==> src/rtl/regfile_wr_arbiter.sv <==
// rtl/regfile_wr_arbiter.sv - round-robin arbiter for the register file write port
// Two per-requester FIFOs feed one registered write port; PEND flags queued or in-flight writes.
module regfile_wr_arbiter #(
   parameter int DW    = 32,
   parameter int AW    = 5,
   parameter int DEPTH = 2
) (
   input  logic          CLK,
   input  logic          RST,
   input  logic          REQ0_VALID,
   output logic          REQ0_READY,
   input  logic [AW-1:0] REQ0_A,
   input  logic [DW-1:0] REQ0_WD,
   input  logic          REQ1_VALID,
   output logic          REQ1_READY,
   input  logic [AW-1:0] REQ1_A,
   input  logic [DW-1:0] REQ1_WD,
   output logic          WE3,
   output logic [AW-1:0] A3,
   output logic [DW-1:0] WD3,
   output logic [31:0]   PEND
);

   localparam int PW = (DEPTH > 1) ? $clog2(DEPTH) : 1;
   localparam int CW = $clog2(DEPTH + 1);
   localparam logic [CW-1:0] FULL = CW'(DEPTH);

   logic [AW-1:0] r_fa [2][DEPTH];
   logic [DW-1:0] r_fd [2][DEPTH];
   logic [PW-1:0] r_wp [2];
   logic [PW-1:0] r_rp [2];
   logic [CW-1:0] r_cnt [2];
   logic          r_last;

   logic [1:0]    w_valid, w_ready, w_push, w_pop, w_ne;
   logic [AW-1:0] w_in_a [2];
   logic [DW-1:0] w_in_d [2];
   logic          w_gnt, w_sel;
   logic [31:0]   w_pend;

   assign w_valid   = {REQ1_VALID, REQ0_VALID};
   assign w_in_a[0] = REQ0_A;
   assign w_in_a[1] = REQ1_A;
   assign w_in_d[0] = REQ0_WD;
   assign w_in_d[1] = REQ1_WD;

   // Address-0 writes complete the handshake but never occupy a slot.
   always_comb begin
      w_ready = '0;
      w_ne    = '0;
      w_push  = '0;
      for (int i = 0; i < 2; i++) begin
         w_ready[i] = (r_cnt[i] != FULL);
         w_ne[i]    = (r_cnt[i] != '0);
         w_push[i]  = w_valid[i] && w_ready[i] && (w_in_a[i] != '0);
      end
   end

   assign REQ0_READY = w_ready[0];
   assign REQ1_READY = w_ready[1];

   assign w_gnt = |w_ne;
   assign w_sel = (&w_ne) ? ~r_last : w_ne[1];
   assign w_pop = w_gnt ? (w_sel ? 2'b10 : 2'b01) : 2'b00;

   always_ff @(posedge CLK) begin
      for (int i = 0; i < 2; i++) begin
         if (w_push[i]) begin
            r_fa[i][r_wp[i]] <= w_in_a[i];
            r_fd[i][r_wp[i]] <= w_in_d[i];
         end
      end
   end

   always_ff @(posedge CLK or posedge RST) begin
      if (RST) begin
         for (int i = 0; i < 2; i++) begin
            r_wp[i]  <= '0;
            r_rp[i]  <= '0;
            r_cnt[i] <= '0;
         end
      end else begin
         for (int i = 0; i < 2; i++) begin
            if (w_push[i]) r_wp[i] <= r_wp[i] + PW'(1);
            if (w_pop[i])  r_rp[i] <= r_rp[i] + PW'(1);
            r_cnt[i] <= r_cnt[i] + CW'(w_push[i]) - CW'(w_pop[i]);
         end
      end
   end

   always_ff @(posedge CLK or posedge RST) begin
      if (RST) begin
         WE3    <= 1'b0;
         A3     <= '0;
         WD3    <= '0;
         r_last <= 1'b1;
      end else if (w_gnt) begin
         WE3    <= 1'b1;
         A3     <= r_fa[w_sel][r_rp[w_sel]];
         WD3    <= r_fd[w_sel][r_rp[w_sel]];
         r_last <= w_sel;
      end else begin
         WE3    <= 1'b0;
      end
   end

   // OR of every occupied slot plus the write port, so duplicates need no counters.
   always_comb begin
      w_pend = '0;
      for (int i = 0; i < 2; i++) begin
         for (int k = 0; k < DEPTH; k++) begin
            if (CW'(k) < r_cnt[i]) w_pend[r_fa[i][r_rp[i] + PW'(k)]] = 1'b1;
         end
      end
      if (WE3) w_pend[A3] = 1'b1;
   end

   assign PEND = w_pend;

endmodule

==> config.mk <==
export PLATFORM = sky130hd
export DESIGN_NAME = regfile_wr_arbiter
export DESIGN_NICKNAME = d
export VERILOG_FILES = /design/src/rtl/regfile_wr_arbiter.sv
export SDC_FILE = /design/constraint.sdc
export NUM_CORES = 1
export LEC_CHECK = 0
export ABC_AREA = 1
export BUFFER_PORTS_ARGS = -buffer_cell sky130_fd_sc_hd__buf_2
export CAP_MARGIN = 20
export CORE_MARGIN = 2
export CORE_UTILIZATION = 45
export DETAILED_ROUTE_END_ITERATION = 16
export PLACE_DENSITY = 0.76
export REMOVE_ABC_BUFFERS = 1
export SLEW_MARGIN = 20
export SYNTH_ARGS = -nofsm -noshare
export SYNTH_HDL_FRONTEND = slang
export SYNTH_SLANG_ARGS = --single-unit
==> constraint.sdc <==
create_clock -name CLK -period 3.5 [get_ports CLK]
set_clock_uncertainty 0.15 [all_clocks]
set_input_delay 1.05 -clock CLK [delete_from_list [all_inputs] [get_ports CLK]]
set_output_delay 1.05 -clock CLK [all_outputs]
set_load 0.1 [all_outputs]
==> key figures <==
Status
  – Status: finished clean

Floorplanning
  – Die width: 153 um
  – Core ar.: 21,800 um^2
  – Die Span Y: 153 um
  – Die ar.: 23,300 um^2
  – Starting Density: 45.7%
  – Top-Level Pins: 150
  – Placement Rows: 54

Route
  – Final WL: 27.4 mm
  – Avg Vias per Cell: 5.15
  – DRT Pass-1 Iters: 5
  – Number of DRC markers in iteration 0: 623
  – Wire length per cell: 17.0 um
  – Via Count: 8,329
  – DRC Markers: 0
  – Post-DRT Antenna Nets: 0

STA
  – Fin. Hold Viols: 0
  – F_max: 294 MHz
  – Worst-margin pin slew: 0.812 ns
  – Final Setup Violations: 0
  – Slew margin rel.: 45.8%
  – Fin. max-slew vios: 0
  – RSZ-0062 raised after global routing: true
  – Fin crit period: 3.40 ns
  – Period utilization: 97.2%

Yosys
  – Sequential share of the synthesized area: 56.5%
  – Synth top area cells: edfxtp_1 (45%), nand2_1 (14%), dfrtp_1 (12%)
  – Area of the mapped netlist: 9950 um^2
  – Mapped Cells: 1,172
  – Post-synth top area share: 44.7%
  – Unique masters post-synth: 31
  – Synth Register Bits: 195
  – Main flop type after synthesis: edfxtp_1
  – Yosys warns: 0
  – Syn Area/Cell: 8.49 um^2
  – Share of synthesized registers carrying an async set or reset: 24.1%
  – Dominant cell type by area after synthesis: edfxtp_1
  – Number of synthesized flops with an enable pin: 148

Setup path
  – Worst path cell trace: o21ai_2 -> inv_1 -> nor2_1 -> nand2_1 -> nand3_1 -> buf_12
  – Worst path slowest cell: dfrtp_4
  – Kind of critical path: reg -> out
  – CP Capture Type: output port
  – Critical R2R Capture: r_cnt[3]$_DFF_PP0_
  – R2R cell count: 11
  – CP Buf/Inv Count: 2
  – Worst setup SP type: register
  – Critical Path AT: 2.20 ns
  – RR Startpoint: r_cnt[1]$_DFF_PP0_
  – Worst Setup SP: r_rp[0]$_DFFE_PP0P_
  – Critical Path Sink: PEND[18]
  – Max incr delay on CP: 0.58 ns
  – Top Family by Delay on Critical Path: flip-flops
  – Critical Path RT: 2.30 ns
  – Reg2Reg Setup Slack: 0.66 ns
  – Levels on crit path: 6
  – CP max FO: 23

Place
  – RD Place Congestion: 0.981
  – Post-DP HPWL: 18.7 mm
  – Post-place instance area: 11,500 um^2
  – IO Port Bufs: 149
  – Placed Cells: 1,578

Clock network
  – CTS tree: done
  – Clock transition at path regs: 0.07 ns
  – Max Root-Sink Buffers: 2
  – Number of CTS-inserted buffers: 17
  – CTS H-Tree Depth: 4
  – Cts hold-fix bufs: 0
  – CTS root buf: clkbuf_16
  – CTS Sinks: 195
  – Worst-Skew Late Latency: 0.43 ns

Global route
  – Initial antenna violation count: 4
  – First-pass GRT wire length: 43.2 mm
  – All-Layer GR Usage: 23.7%
  – Aggregate global routing overflow: 0
  – Vias in the first global route: 8,102
  – Largest net degree at the start of global routing: 65

Layout
  – FILL cells: 1,918
  – Layout net count: 1,404
  – Util after Layout: 55.9%
  – Synthesis-to-finish area growth: 22.1%
  – Layout cell share with drive strength beyond 1: 19.6%
  – Fin cells: 1,618
  – Design Area, Final: 12,200 um^2

Job
  – MaxCap Viol Count: 0

Worst hold path
  – HP Class: reg -> reg
[layer usage]
layer / global-route usage, % / vias up / part of all wire (%)
met3: 5.32 / 54 / 7.4
met2: 40.9 / 359 / 50
met5: 0 / - / 0.047
met4: 9.26 / 2 / 2.7
li1: - / 4064 / -
met1: 29.0 / 3850 / 40
[what timing repair did]
item / CTS / global route
endpoints found under the setup margin: 31 / 31
buffers inserted: 4 / 1
resized for setup: 2 / 26
pin swaps: 5 / 3
[cell usage after synthesis (5+ instances only)]
library cell and n:
buf_2 19, buf_4 11, buf_6 7, clkbuf_1 5
dfrtp_1 46, edfxtp_1 148, inv_1 109, inv_2 5
nand2_1 378, nand3_1 133, nand3_2 8, nand3b_1 32
nor2_1 208, o21ai_0 11, o21ai_1 9, o21ai_2 12
[cell families after synthesis]
family	Yosys count	share of synthesized area (%)
adders and majority gates	4	0.503
xor gates and xnor gates	7	0.616
and+or+nand+nor	771	32.9
buffers and inverters	158	7.17
AOI/OAI and AO/OA	37	2.34
DFF	195	56.5
[worst min-delay path, cell delays in order, from the launching register on]
cell and delay, ns:
dfrtp_1 0.34, nand2_1 0.06, nand2_1 0.05
[through the flow]
stage	setup slack (ns)	hold WS [ns]	TNS, ns
4_1_cts	0.00553	0.329	0
3_5_place_dp	0.286	0.311	0
3_3_place_gp	0.303	0.307	0
5_1_grt	-0.0415	0.341	-0.498
2_1_floorplan	-1.62	0.301	-86.79
6_report	0.0985	0.327	0
[cell type report]
class                      count  area (um^2)  area share [%]
antenna                        3         7.51          0.0618
clock buffer                  20          437            3.59
clock inverter                12          104           0.854
inverter                     115          434            3.57
multi-input combinational    819         3740            30.8
tap                          280          350            2.88
timing repair buffer         174         1450            11.9
sequential                   195         5630            46.3
[how the worst min path moves through the flow]
stage | from | to | slack [ns] | cells past startpoint
2_1_floorplan | r_last$_DFFE_PP1N_ | r_last$_DFFE_PP1N_ | 0.30 | 2
6_report | WD3[20]$_DFFE_PP0N_ | WD3[20]$_DFFE_PP0N_ | 0.33 | 2
3_5_place_dp | WD3[5]$_DFFE_PP0N_ | WD3[5]$_DFFE_PP0N_ | 0.31 | 2
3_3_place_gp | WD3[21]$_DFFE_PP0N_ | WD3[21]$_DFFE_PP0N_ | 0.31 | 2
4_1_cts | WD3[5]$_DFFE_PP0N_ | WD3[5]$_DFFE_PP0N_ | 0.33 | 2
5_1_grt | WD3[5]$_DFFE_PP0N_ | WD3[5]$_DFFE_PP0N_ | 0.34 | 2
[cell usage in the layout, fill, tap and decap left out, types with 2 or more instances in the layout]
cell type	synthesis	final
nand2_1	378	377
nor2_1	208	199
edfxtp_1	148	148
nand3_1	133	128
buf_2	19	117
inv_1	109	107
dfrtp_1	46	43
buf_12	0	35
nand3b_1	32	32
buf_4	11	22
clkbuf_16	0	17
nand3_2	8	13
o21ai_2	12	12
o21ai_1	9	8
inv_2	5	7
o21ai_0	11	7
nor2_4	2	6
nor2_2	1	6
o21ai_4	0	5
a21oi_1	4	4
nor3_1	4	4
xor2_1	4	4
ha_1	4	4
clkinvlp_4	0	4
diode_2	0	3
xnor2_1	3	3
clkbuf_1	5	3
nand2_2	1	2
or2_2	2	2
inv_8	0	2
clkinv_4	0	2
dfrtp_2	0	2
[flip-flops by register name (all words and copies together), names as in the netlist]
register	count
r_fd	128
WD3	32
r_fa	20
A3	5
r_cnt	4
r_rp	2
r_wp	2
WE3	1
r_last	1
Power is not shown: default switching activity piles up to over one toggle a cycle in this logic, so the estimate is an artifact.
